<file path="src/rtl/uart_rx.sv">
// UART receiver: 2-flop input synchronizer, oversampled start/data/stop decoding with a
// 3-sample majority vote per bit, and a single-entry valid/ready output register.
module uart_rx #(
  parameter int unsigned BYTESIZES    = 8,
  parameter int unsigned OVERSAMPLING = 16,
  parameter int unsigned BAUDRATE     = 115200,
  parameter int unsigned CLOCK_INPUT  = 50_000_000
) (
  input  logic                 clock,
  input  logic                 nreset,
  input  logic                 sdata_rx_in,
  output logic [BYTESIZES-1:0] data_rx_out,
  output logic                 valid_rx_out,
  input  logic                 ready_rx_in,
  output logic                 frame_err_out,
  output logic                 overrun_err_out
);

  localparam int unsigned DivRaw = CLOCK_INPUT / (BAUDRATE * OVERSAMPLING);
  localparam int unsigned Div    = (DivRaw == 0) ? 1 : DivRaw;
  localparam int unsigned DivW   = (Div > 1) ? $clog2(Div) : 1;
  localparam int unsigned CntW   = $clog2(OVERSAMPLING);
  localparam int unsigned IdxW   = (BYTESIZES > 1) ? $clog2(BYTESIZES) : 1;

  localparam logic [DivW-1:0] DivLast = DivW'(Div - 1);
  localparam logic [CntW-1:0] SampLo  = CntW'(OVERSAMPLING / 2 - 1);
  localparam logic [CntW-1:0] SampMid = CntW'(OVERSAMPLING / 2);
  localparam logic [CntW-1:0] SampHi  = CntW'(OVERSAMPLING / 2 + 1);
  localparam logic [CntW-1:0] CntLast = CntW'(OVERSAMPLING - 1);
  localparam logic [IdxW-1:0] IdxLast = IdxW'(BYTESIZES - 1);

  typedef enum logic [1:0] {StIdle, StStart, StData, StStop} state_e;

  logic                 sync1_q, sync2_q;
  logic [DivW-1:0]      div_q;
  logic                 tick;
  state_e               state_q;
  logic [CntW-1:0]      cnt_q;
  logic [IdxW-1:0]      idx_q;
  logic [1:0]           votes_q;
  logic [BYTESIZES-1:0] shift_q;
  logic                 armed_q;
  logic [1:0]           ones;
  logic                 voted;
  logic                 sample_early;
  logic                 at_decide;

  always_ff @(posedge clock or negedge nreset) begin
    if (!nreset) begin
      sync1_q <= 1'b1;
      sync2_q <= 1'b1;
      div_q   <= '0;
    end else begin
      sync1_q <= sdata_rx_in;
      sync2_q <= sync1_q;
      div_q   <= tick ? '0 : div_q + 1'b1;
    end
  end

  assign tick         = (div_q == DivLast);
  // Third vote is the live sample at the deciding tick.
  assign ones         = votes_q + {1'b0, sync2_q};
  assign voted        = ones[1];
  assign sample_early = (cnt_q == SampLo) || (cnt_q == SampMid);
  assign at_decide    = (cnt_q == SampHi);

  always_ff @(posedge clock or negedge nreset) begin
    if (!nreset) begin
      state_q         <= StIdle;
      cnt_q           <= '0;
      idx_q           <= '0;
      votes_q         <= '0;
      shift_q         <= '0;
      armed_q         <= 1'b0;
      data_rx_out     <= '0;
      valid_rx_out    <= 1'b0;
      frame_err_out   <= 1'b0;
      overrun_err_out <= 1'b0;
    end else begin
      frame_err_out   <= 1'b0;
      overrun_err_out <= 1'b0;
      if (valid_rx_out && ready_rx_in) valid_rx_out <= 1'b0;
      if (tick) begin
        unique case (state_q)
          StIdle: begin
            // After a break, a high line must be seen before a new start is armed.
            if (sync2_q) begin
              armed_q <= 1'b1;
            end else if (armed_q) begin
              state_q <= StStart;
              cnt_q   <= '0;
              votes_q <= '0;
            end
          end
          StStart: begin
            cnt_q <= cnt_q + 1'b1;
            if (sample_early) votes_q <= ones;
            if (at_decide) votes_q <= '0;
            if (at_decide && voted) begin
              state_q <= StIdle;
              cnt_q   <= '0;
            end else if (cnt_q == CntLast) begin
              state_q <= StData;
              cnt_q   <= '0;
              idx_q   <= '0;
            end
          end
          StData: begin
            cnt_q <= cnt_q + 1'b1;
            if (sample_early) votes_q <= ones;
            if (at_decide) begin
              votes_q <= '0;
              shift_q <= BYTESIZES'({voted, shift_q} >> 1);
            end
            if (cnt_q == CntLast) begin
              cnt_q <= '0;
              if (idx_q == IdxLast) state_q <= StStop;
              else                  idx_q   <= idx_q + 1'b1;
            end
          end
          StStop: begin
            cnt_q <= cnt_q + 1'b1;
            if (sample_early) votes_q <= ones;
            if (at_decide) begin
              votes_q <= '0;
              cnt_q   <= '0;
              state_q <= StIdle;
              if (voted) begin
                data_rx_out     <= shift_q;
                valid_rx_out    <= 1'b1;
                overrun_err_out <= valid_rx_out && !ready_rx_in;
              end else begin
                frame_err_out <= 1'b1;
                armed_q       <= 1'b0;
              end
            end
          end
          default: state_q <= StIdle;
        endcase
      end
    end
  end

endmodule

</file>
<file path="config.mk">
export PLATFORM = sky130hd
export DESIGN_NAME = uart_rx
export DESIGN_NICKNAME = d
export VERILOG_FILES = /design/src/rtl/uart_rx.sv
export SDC_FILE = /design/constraint.sdc
export NUM_CORES = 1
export LEC_CHECK = 0
export CAP_MARGIN = 5
export CORE_ASPECT_RATIO = 1.4
export CORE_UTILIZATION = 53
export CTS_CLUSTER_DIAMETER = 60
export DETAILED_ROUTE_END_ITERATION = 8
export MAX_ROUTING_LAYER = met4
export PLACE_DENSITY_LB_ADDON = 0.2
export SETUP_SLACK_MARGIN = 0.2
export SLEW_MARGIN = 20
export SYNTH_ARGS = -nofsm -noshare
export SYNTH_HDL_FRONTEND = slang
export SYNTH_SLANG_ARGS = --single-unit
</file>
<file path="constraint.sdc">
create_clock -name clock -period 5.5 [get_ports clock]
set_clock_uncertainty 0.05 [all_clocks]
set_input_delay 0.55 -clock clock [delete_from_list [all_inputs] [get_ports clock]]
set_output_delay 0.55 -clock clock [all_outputs]
set_load 0.1 [all_outputs]
</file>
Word-level counts from Yosys, hierarchy flattened
Cells that the tools add are included.
{ "word_totals": {"inputBits": 4, "word_cells": 96, "out_inout_bits": 11, "reg_bits": 38} }
{ "classes": {"n_addsub": 4, "n_mux": 42, "eq_ne": 21, "n_reduce_logical": 16} }
{ "op_table": {"columns": ["op", "count"], "rows": [
  ["$mux 2", 11],
  ["$mux 4", 5],
  ["$ne 2x2->1 const B", 10],
  ["$mux 1", 16],
  ["$pmux 4 s4", 1],
  ["$eq 4x4->1 const B", 3],
  ["$mux 3", 4],
  ["$pmux 2 s4", 1],
  ["$reduce_and 4->1", 2],
  ["$reduce_and 7->1", 1],
  ["$pmux 3 s2", 1],
  ["$reduce_and 3->1", 2],
  ["$reduce_and 6->1", 1],
  ["$add 5x1->5 const B", 1],
  ["$eq 5x5->1 const B", 1],
  ["$mux 5", 1],
  ["$reduce_and 5->1", 1],
  ["$add 4x1->4 const B", 1],
  ["$eq 2x2->1 const B", 2],
  ["$eq 4x3->1 const B", 1],
  ["$pmux 2 s2", 1],
  ["$reduce_bool 2->1", 2],
  ["$add 3x1->3 const B", 1],
  ["$eq 3x3->1 const B", 1],
  ["10 further kinds", 12]
]} }

Longest topological paths before layout
{ "depth": {"word_depth": 6, "ltp_mapped": 7, "ltp_nobuf": 6} }

Worst setup path after synthesis
OpenSTA, ideal clock, no wires.
{ "synth_path": {"path_kind": "register to register", "start": "register sync2_q", "end": "register idx_q[0]", "path_buffers": 0, "required_time_ns": 5.325, "setup_time_ns": 0.125, "stages_incl_launch_ff": 6, "slack_ns": 3.586, "arrival_ns": 1.739, "path_cell_list": "dfstp_2 ha_1 xor2_1 a21oi_1 o211ai_2 mux2_2"} }
{ "synth_between": {"elab_chain_len": 4} }
{ "synth_rtl": {"columns": ["element", "line", "text"], "rows": [
  ["start, declared", "34", "logic sync1_q, sync2_q;"],
  ["start signal, assigned", "55", "sync2_q <= sync1_q;"],
  ["$add 2x1->2", "62", "assign ones = votes_q + {1'b0, sync2_q};"],
  ["$logic_and 1x1->1", "99", "if (at_decide && voted) begin"],
  ["$ne 2x2->1 (no line)", null, null],
  ["$reduce_and 6->1 (no line)", null, null],
  ["end signal, assigned", "118", "else idx_q <= idx_q + 1'b1;"],
  ["end, declared", "39", "logic [IdxW-1:0] idx_q;"]
]} }
No other way between the ends.
A chain may end at the register's enable or synchronous reset.

Worst setup path in the final report
{ "layout_path": {"start": "register data_rx_out[5]", "end": "output port data_rx_out[5]"} }
{ "layout_rtl": {"columns": ["element", "line", "text"], "rows": [
  ["start, declared", "12", "output logic [BYTESIZES-1:0] data_rx_out,"],
  ["start signal, assigned", "129", "data_rx_out <= shift_q;"]
]} }
No word-level cell between the ends.

==> metrics.txt <==
cts bufs inserted 5; top_reg_cell synth dfrtp_1; Nets 185; Max-Cap Viols 0; grt total ovfl 0; Crit path buffers/inverters 1; # setup viols final 0; worst-path cell chain clkdlybuf4s50_1; Req. time, crit path 4.90 ns; cell family with most CP delay buffers and inverters; CTS sink cnt 38; relative max-transition margin 34.59%; kind of critical path flip-flop to output pin; DR iter-0 viols 32; Hold Fails Final Rpt 0; final cell count without fillers 214; dpl cells 206; Largest stage delay, worst path 1.14 ns; outcome finished clean; final setup TNS 0 ns; Post-Syn Area 0.001859 mm²; diodes inserted 0; final period utilization 43.36%; compound-cell area share of the yosys netlist 11.31%; met1 GRT Util 24.90%; CTS tree done; IO buf count 14; slew at the pin closest to its max-slew limit 0.9781 ns; first-pass GRT wire length 5637 µm; all-layer global routing usage 21.46%; global-route track usage on met2 34.33%; Post-Syn Nets 170; mux cell area share after synthesis 11.91%; H-tree levels 2; largest family of logic cells by synthesized area simple AND/OR/NAND/NOR gates; DP HPWL 2363 µm; DRC viols 0; vias in the first global route 1232; synth warn 0; Hold Slack 0.3081 ns; post-synthesis adder-cell area fraction 5.384%; WL/cell 15.70 µm; clock buffer depth 2; Pleak 0.9890 nW; clk slew on worst S/H paths 0.07 ns; Post-synth ARST share 100.0%; Die X 52.06 µm; crit path time final 2.385 ns; Skew-Pair Late Insertion Delay 0.28 ns; VDD IR max 218.8 µV; antenna viol nets, final 0; Core Area 0.003347 mm²; CP Launch Type flip-flop; antenna violations before repair 0; clk root buf clkbuf_8; Max Fclk 419.3 MHz; busiest grt layer met2; Synth top cells by count dfrtp_1 (36), mux2_2 (17), nor2_1 (11); Die Area 0.003752 mm²; largest net degree at the start of global routing 39; Post-Synthesis Cells 158; Reg2Reg Depth 4; Die H 72.08 µm; syn_area_per_cell 11.77 µm²; Power Dens Cells 245.4 mW/mm²; post-synthesis sequential area ratio 51.28%; num ports 15; DR pass1 iterations 4; synth unique cells 46; Initial Util 55.55%; routability cong. 0.8954; crit-path max FO 2; HP Class primary input to async pin; Hold Buf Count CTS 0; post-DR vias/cell 5.869; met3 Use GR 4.403%; postcts setup bufs 0; Synth area leaders dfrtp_1 (48%), mux2_2 (10%), ha_1 (5.4%), dfstp_2 (2.8%), nor2_1 (2.2%); max-slew violations 0; post-cts resize count 0; Post-Synth XOR/XNOR Area 1.413%; layout cells sized above 1 18.39%; critical path depth 1; total number of vias 1256; Synth top area share 48.45%; Cell Rows 25; crit path max-delay cell type clkdlybuf4s50_1; Crit. End Element output pin; Synth Area in Simple Gates 14.13%; Post-synth EDFFs 0; Area growth syn-to-layout 13.12%; Total Wirelength 3360 µm; Worst Path Arrival 1.79 ns; most frequent cell after synthesis dfrtp_1; Yosys top cell by area dfrtp_1; RSZ-0062 raised after global routing no; Synth Register Bits 38
-- cell families after synthesis --
kind of cell               after synthesis
xor gates and xnor gates                 3
AOI/OAI and AO/OA                       28
and+or+nand+nor                         45
adders and majority gates                8
buffers and inverters                   16
muxes                                   20
DFF                                     38
-- where the power goes --
group	switching (mW)	internal (mW)	total, mW	leakage (nW)
Sequential	0.000645	0.281	0.282	0.507
Combinational	0.00551	0.00214	0.00765	0.430
Clock	0.0913	0.136	0.227	0.0524
-- layer usage --
metal	up-vias	wire length [µm]
li1	593	-
met1	628	1418
met2	25	1750
met3	10	101
met4	0	90
met5	-	0
-- metrics by stage --
stage	utilization (%)	setup slack, ns	cell area (µm²)	power, mW
2_1_floorplan	-	3.586	1859	0.2877
3_3_place_gp	59.66	3.362	1997	0.2947
3_5_place_dp	59.66	3.290	1997	0.2952
4_1_cts	62.84	3.102	2103	0.5207
5_1_grt	62.84	3.077	2103	0.5343
6_report	62.84	3.115	2103	0.5162
-- cell usage in the layout (no fill, tap or decap), types with 5 or more instances in the layout --
cell             instances
dfrtp_1                 36
mux2_2                  17
clkdlybuf4s50_1         13
nor2_1                  11
inv_1                   10
nand2_1                 10
ha_1                     8
o21ai_0                  5
clkbuf_8                 5
-- path summary, 6_finish.rpt --
check                               startpoint  slack (ns)             end
worst max-delay path            data_rx_out[5]        3.11  data_rx_out[5]
worst min-delay path                    nreset        0.31        cnt_q[1]
worst max register to register         sync2_q        3.27  data_rx_out[0]
worst min register to register         sync1_q        0.31         sync2_q
max in group asynchronous               nreset        4.58  data_rx_out[0]
min in group clock                     sync1_q        0.31         sync2_q
-- area by class of cell --
cell class	count	area, µm²
flip-flops and latches	38	953.4
repair buffers	14	135.1
clock buffers	7	76.32
multi-input cells	104	820.8
clock inverters	1	30.03
inverters	10	37.54
fillers	271	1244
well taps	40	50.05
-- sequential cells by signal (all words and copies together), names as in the netlist, named ones only --
name	cells
armed_q	1
cnt_q	4
data_rx_out	8
div_q	5
frame_err_out	1
idx_q	3
overrun_err_out	1
shift_q	8
state_q	1
sync1_q	1
sync2_q	1
valid_rx_out	1
votes_q	2
No activity file was read; power rests on OpenSTA's default activity.
